File: config.mk
export PLATFORM = sky130hd
export DESIGN_NAME = alu_cmd_queue
export DESIGN_NICKNAME = d
export VERILOG_FILES = /design/src/rtl/alu_pkg.sv /design/src/rtl/alu_cmd_queue_sync_edge.sv /design/src/rtl/alu_cmd_queue.sv
export SDC_FILE = /design/constraint.sdc
export NUM_CORES = 1
export LEC_CHECK = 0
export BUFFER_PORTS_ARGS = -buffer_cell sky130_fd_sc_hd__buf_4
export CAP_MARGIN = 20
export CORE_MARGIN = 2
export CORE_UTILIZATION = 55
export DETAILED_ROUTE_END_ITERATION = 8
export PLACE_DENSITY_LB_ADDON = 0.3
export SLEW_MARGIN = 20
export SYNTH_ARGS = -nofsm -noshare
export SYNTH_HDL_FRONTEND = slang
export SYNTH_SLANG_ARGS = --single-unit
File: constraint.sdc
create_clock -name clock -period 2.7 [get_ports clock]
set_input_delay 0.54 -clock clock [delete_from_list [all_inputs] [get_ports clock]]
set_output_delay 0.54 -clock clock [all_outputs]
set_load 0.005 [all_outputs]
File: src/rtl/alu_pkg.sv
// ---------------------------------------------------------------------------
// alu_pkg
//   Shared types for the 4-bit accumulator ALU command path.
//   - alu_op_t  : ALU opcode (ADD, SUB, OR, XOR)
//   - alu_cmd_t : one command as issued to the ALU, {op, operand}
//   - ALU_NOP   : identity command (ADD 0), driven whenever nothing issues
// ---------------------------------------------------------------------------
package alu_pkg;

    typedef enum logic [1:0] {
        ALU_ADD = 2'b00,
        ALU_SUB = 2'b01,
        ALU_OR  = 2'b10,
        ALU_XOR = 2'b11
    } alu_op_t;

    typedef struct packed {
        alu_op_t    op;
        logic [3:0] operand;
    } alu_cmd_t;

    localparam alu_cmd_t ALU_NOP = '{op: ALU_ADD, operand: 4'h0};

endpackage

File: src/rtl/alu_cmd_queue_sync_edge.sv
// ---------------------------------------------------------------------------
// sync_edge
//   Brings an asynchronous strobe pin into the clock domain and turns each
//   rising edge into a single-cycle pulse.
// Ports
//   clock     in  1  clock, all state on posedge
//   reset_L   in  1  asynchronous active-low reset
//   async_in  in  1  asynchronous input pin
//   pulse     out 1  one-cycle pulse per rising edge of async_in
// ---------------------------------------------------------------------------
module sync_edge #(
    parameter int SYNC_STAGES = 2
) (
    input  logic clock,
    input  logic reset_L,
    input  logic async_in,
    output logic pulse
);

    logic [SYNC_STAGES-1:0] sync_q;
    logic [SYNC_STAGES-1:0] sync_d;
    logic                   sync_out_q;
    logic                   sync_out_d;

    // Shift chain; the extra flop after the chain remembers the previous
    // synchronized level for edge detection.
    always_comb begin
        sync_d     = {sync_q[SYNC_STAGES-2:0], async_in};
        sync_out_d = sync_q[SYNC_STAGES-1];
    end

    // All flops clear to 0, so a pin held high through reset is seen as a
    // fresh rising edge after release.
    always_ff @(posedge clock or negedge reset_L) begin
        if (!reset_L) begin
            sync_q     <= '0;
            sync_out_q <= 1'b0;
        end else begin
            sync_q     <= sync_d;
            sync_out_q <= sync_out_d;
        end
    end

    assign pulse = sync_q[SYNC_STAGES-1] & ~sync_out_q;

endmodule

File: src/rtl/alu_cmd_queue.sv
// ---------------------------------------------------------------------------
// alu_cmd_queue
//   Upstream command stage for the 4-bit accumulator ALU. Commands arrive on
//   slow external pins qualified by a strobe edge, are buffered in a FIFO,
//   and are issued at most one per clock. Idle cycles drive ADD 0 (NOP).
// Ports
//   clock        in  1        clock, all state on posedge
//   reset_L      in  1        asynchronous active-low reset
//   cmd_strobe   in  1        async pin, rising edge requests one push
//   cmd_op       in  2        command opcode
//   cmd_operand  in  4        command operand
//   run          in  1        1: issue from queue, 0: hold queue and drive NOP
//   flush        in  1        synchronous clear of queue and overflow
//   op           out 2        ALU opcode, registered
//   operand      out 4        ALU operand, registered
//   issued       out 1        op/operand carry a real popped command
//   count        out CNT_W    current occupancy
//   full         out 1        count == DEPTH
//   empty        out 1        count == 0
//   overflow     out 1        sticky, a push was dropped
// ---------------------------------------------------------------------------
module alu_cmd_queue
    import alu_pkg::*;
#(
    parameter int DEPTH       = 4,
    parameter int SYNC_STAGES = 2
) (
    input  logic                   clock,
    input  logic                   reset_L,
    input  logic                   cmd_strobe,
    input  logic [1:0]             cmd_op,
    input  logic [3:0]             cmd_operand,
    input  logic                   run,
    input  logic                   flush,
    output logic [1:0]             op,
    output logic [3:0]             operand,
    output logic                   issued,
    output logic [$clog2(DEPTH):0] count,
    output logic                   full,
    output logic                   empty,
    output logic                   overflow
);

    localparam int PTR_W = $clog2(DEPTH);
    localparam int CNT_W = PTR_W + 1;

    logic             push_req;
    logic             pop;
    logic             push_ok;
    logic             push_drop;
    alu_cmd_t         cmd_in;

    alu_cmd_t         mem_q [DEPTH];
    logic [PTR_W-1:0] wr_ptr_q, wr_ptr_d;
    logic [PTR_W-1:0] rd_ptr_q, rd_ptr_d;
    logic [CNT_W-1:0] count_q, count_d;
    logic             overflow_q, overflow_d;
    alu_cmd_t         out_q, out_d;
    logic             issued_q, issued_d;

    sync_edge #(
        .SYNC_STAGES (SYNC_STAGES)
    ) u_sync_edge (
        .clock    (clock),
        .reset_L  (reset_L),
        .async_in (cmd_strobe),
        .pulse    (push_req)
    );

    assign cmd_in = '{op: alu_op_t'(cmd_op), operand: cmd_operand};

    assign full  = (count_q == CNT_W'(DEPTH));
    assign empty = (count_q == '0);

    // Next-state for pointers, occupancy, overflow and the issue register.
    // Flush wins over everything; a push into a full queue is still taken
    // when a pop frees a slot on the same edge.
    always_comb begin
        pop        = run & ~empty & ~flush;
        push_ok    = push_req & ~flush & (~full | pop);
        push_drop  = push_req & ~flush & full & ~pop;

        wr_ptr_d   = wr_ptr_q;
        rd_ptr_d   = rd_ptr_q;
        count_d    = count_q;
        overflow_d = overflow_q;
        out_d      = ALU_NOP;
        issued_d   = 1'b0;

        if (flush) begin
            wr_ptr_d   = '0;
            rd_ptr_d   = '0;
            count_d    = '0;
            overflow_d = 1'b0;
        end else begin
            if (push_ok) begin
                wr_ptr_d = wr_ptr_q + PTR_W'(1);
            end
            if (pop) begin
                rd_ptr_d = rd_ptr_q + PTR_W'(1);
                out_d    = mem_q[rd_ptr_q];
                issued_d = 1'b1;
            end
            if (push_ok && !pop) begin
                count_d = count_q + CNT_W'(1);
            end else if (pop && !push_ok) begin
                count_d = count_q - CNT_W'(1);
            end
            if (push_drop) begin
                overflow_d = 1'b1;
            end
        end
    end

    // Storage holds no reset; count and pointers define which slots are valid.
    always_ff @(posedge clock) begin
        if (push_ok) begin
            mem_q[wr_ptr_q] <= cmd_in;
        end
    end

    always_ff @(posedge clock or negedge reset_L) begin
        if (!reset_L) begin
            wr_ptr_q   <= '0;
            rd_ptr_q   <= '0;
            count_q    <= '0;
            overflow_q <= 1'b0;
            out_q      <= ALU_NOP;
            issued_q   <= 1'b0;
        end else begin
            wr_ptr_q   <= wr_ptr_d;
            rd_ptr_q   <= rd_ptr_d;
            count_q    <= count_d;
            overflow_q <= overflow_d;
            out_q      <= out_d;
            issued_q   <= issued_d;
        end
    end

    assign op       = out_q.op;
    assign operand  = out_q.operand;
    assign issued   = issued_q;
    assign count    = count_q;
    assign overflow = overflow_q;

endmodule
==> summary.md <==
| Metric | Value |
|---|---|
| Cell area power density | `just under 600 nW/um^2` |
| DR vias/cell | `5.26` |
| GRT Overall Usage | `18.0%` |
| Worst path bufs/invs | `0` |
| CTS tree | `yes` |
| 1st-iter DRT viols | `between 40 and 50` |
| Number of diodes | `0` |
| Overflow after GRT | `0` |
| Outcome | `finished, final reports clean` |
| Initial core utilization | `between 50% and 60%` |
| R2R setup slack | `360 ps` |
| Die Ht | `between 60 and 70 microns` |
| TritonCTS buffer count | `5` |
| Worst vdd ir | `0.348 mV` |
| Nets@finish | `between 150 and 200` |
| Initial antenna violation count | `0` |
| Synth Warn # | `0` |
| Final Wtd Congestion | `0.729` |
| Endpoints failing hold | `0` |
| First-pass GRT wire length | `4330 microns` |
| Die area | `3610 sq um` |
| Wire per inst | `14.3 microns` |
| Post-Syn Area per Cell | `15.2 sq um` |
| Worst Path Required | `2970 ps` |
| CP endpoint kind | `flip-flop` |
| Crit path cell chain | `nor4b_1 -> nor3_1 -> fa_1 -> or3_1 -> a21o_1 -> a21oi_1` |
| Worst path depth | `6` |
| Part of the Yosys area used for sequential elements | `67.7%` |
| Max FO, Critical Path | `10` |
| Final Setup Violations | `0` |
| F_max | `0.427 GHz` |
| Crit-path slowest cell | `dfrtp_1` |
| Num Clock Sinks | `42` |
| MaxCap Viol Count | `0` |
| Die X | `60.1 microns` |
| Crit path largest cell delay | `510 ps` |
| Antenna violation net count after detailed routing | `0` |
| # IOs | `24` |
| Number of gates resized after CTS | `0` |
| R2R cell count | `6` |
| FF+latch count, synth | `between 40 and 50` |
| Worst min path class | `in -> async` |
| Core Rows | `20` |
| Synthesis-to-layout area growth | `14.9%` |
| CP delay by family, top | `simple AND/OR/NAND/NOR gates` |
| Clock root cell | `clkbuf_4` |
| First-pass DRT Iterations | `4` |
| HPWL after DPL | `1830 microns` |
| Worst Setup SP | `count[1]` |
| Fin cells | `around 180` |
| Number of H-tree levels | `2` |
| # Post-CTS Setup Buffers | `0` |
| TNS Setup | `0 ps` |
| Post-route minimum period | `2340 ps` |
| Tcrit/Tclk final | `86.7%` |
| Post-Syn Nets | `130` |
| Share of post-route cells with drive strength above 1 | `26.6%` |
| Largest net degree at the start of global routing | `19` |
| Share of the synthesized area in the top cell type | `41.7%` |
| Core area | `3030 sq um` |
| Clk_skew | `~14 ps` |
| Reg2reg end | `count[2]` |
| Leak | `0.791 nW` |
| Setup crit end | `count[2]` |
| Critical path arrival | `2610 ps` |
| Relative slew slack | `61.4%` |
| Drt drc | `0` |
| Total number of vias | `963` |
| Cell variety after synth | `34` |
| Longest Clk Path Bufs | `2` |
| Setup CP Type | `reg -> reg` |
| Worst skew pair latency | `about 350 ps` |
| Post-synth top area cell | `edfxtp_1` |
| Placed cells | `175` |
| Pins Over Slew Limit | `0` |
| # port buffers | `23` |
| Slew of the pin with the lowest slew margin | `between 500 and 600 ps` |
| Critical Path Source Type | `flip-flop` |
| Hold_buf cts | `0` |
| Syn Inst Count | `114` |
| Mapped cell area | `1730 sq um` |
| Final WL | `around 2600 microns` |
| Final worst slack | `359 ps` |
| Ranking of synthesized cells by area | `edfxtp_1 (42%), dfrtp_1 (26%), mux4_2 (7.8%), ha_1 (2.9%), nor2b_1 (2.2%)` |
| RSZ-0062 raised after global routing | `false` |
| Register clock-pin slew on the reported worst setup and hold paths | `110 ps` |
| Dpl ws | `293 ps` |
| Worst reg2reg path startpoint | `count[1]` |
| Vias in the first global route | `926` |
[how the worst min path moves through the flow]
| stage | to | slack [ps] | cells past startpoint |
|---|---|---|---|
| 2_1_floorplan | count[0] | 240 | 0 |
| 3_3_place_gp | u_sync_edge.sync_q[1] | 340 | 0 |
| 3_5_place_dp | u_sync_edge.sync_q[1] | 340 | 0 |
| 4_1_cts | count[1] | 20 | 1 |
| 5_1_grt | count[1] | 20 | 1 |
| 6_report | count[1] | 20 | 1 |
[cell type report]
cell class,instances,area [sq um]
inverters,6,22.5
flip-flops and latches,42,1170
fillers,229,1040
multi-input cells,59,507
repair buffers,24,180
clock inverters,2,10.0
well taps,44,55.1
clock buffers,6,41.3
[flip-flops by register name (all words and copies together) (netlist names)]
signal / flops
wr_ptr_q: 2
issued: 1
rd_ptr_q: 2
mem_q: 24
operand: 4
count: 3
overflow: 1
op: 2
u_sync_edge.sync_out_q: 1
u_sync_edge.sync_q: 2
[Yosys cell counts (all sizes together)]
master / instances
fa: 1
or3: 1
nand3b: 1
a31oi: 1
xor2: 1
and3: 1
o31a: 1
ha: 4
nand2b: 1
nor3b: 1
nor2b: 6
xnor2: 3
nor4b: 1
o21bai: 1
edfxtp: 24
mux2i: 1
and2: 5
inv: 6
nor3: 3
nor4: 1
nand2: 3
clkbuf: 4
dfrtp: 18
mux4: 6
nor2: 5
o21ai: 2
o2111ai: 1
nand3: 2
buf: 3
a21o: 2
or3b: 1
a21oi: 2
o41ai: 1
[stage by stage]
stage / power (mW) / hold slack [ps] / utilization, % / cell area, sq um
4_1_cts: 1.19 / 22.0 / 65.6 / 1990
5_1_grt: 1.24 / 19.7 / 65.6 / 1990
2_1_floorplan: 0.841 / 244 / - / 1730
6_report: 1.18 / 24.5 / 65.6 / 1990
3_5_place_dp: 0.908 / 337 / 63.9 / 1940
3_3_place_gp: 0.901 / 335 / 63.9 / 1940
[metal layers]
layer | track usage [%] | part of all wire, % | vias up
met5 | 0 | 0 | -
met4 | 8.57 | 1.9 | 0
met3 | 8.01 | 4.6 | 6
met2 | 26.7 | 51 | 20
met1 | 22.6 | 42 | 480
li1 | - | - | 457
[cells in the final DEF, fill, tap and decap left out, types with 3 or more instances in the layout]
cell and n:
and2_1 5, buf_4 24, clkbuf_4 5, dfrtp_1 18, edfxtp_1 24, ha_1 4, inv_1 6, mux4_2 6
nand2_1 3, nor2_1 5, nor2b_1 6, nor3_1 3, xnor2_1 3
[cells by family (layout without fill, tap and decap cells)]
group / count (synthesis) / in the layout / share of synthesized area, %
flip-flops: 42 / 42 / 67.7
AND/OR/NAND/NOR: 32 / 32 / 10.5
buffers and inverters: 13 / 38 / 2.97
AO/OA/AOI/OAI: 11 / 11 / 4.34
multiplexers: 7 / 7 / 8.39
adder cells (fa/ha/maj): 5 / 5 / 4.05
XOR/XNOR: 4 / 4 / 2.03
[power breakdown]
part | total [mW] | switching [mW] | internal [mW]
sequential | 0.737 | 0.0342 | 0.703
combinational | 0.156 | 0.0645 | 0.0910
clock | 0.289 | 0.190 | 0.0992
(Power assumes the default switching activity.)
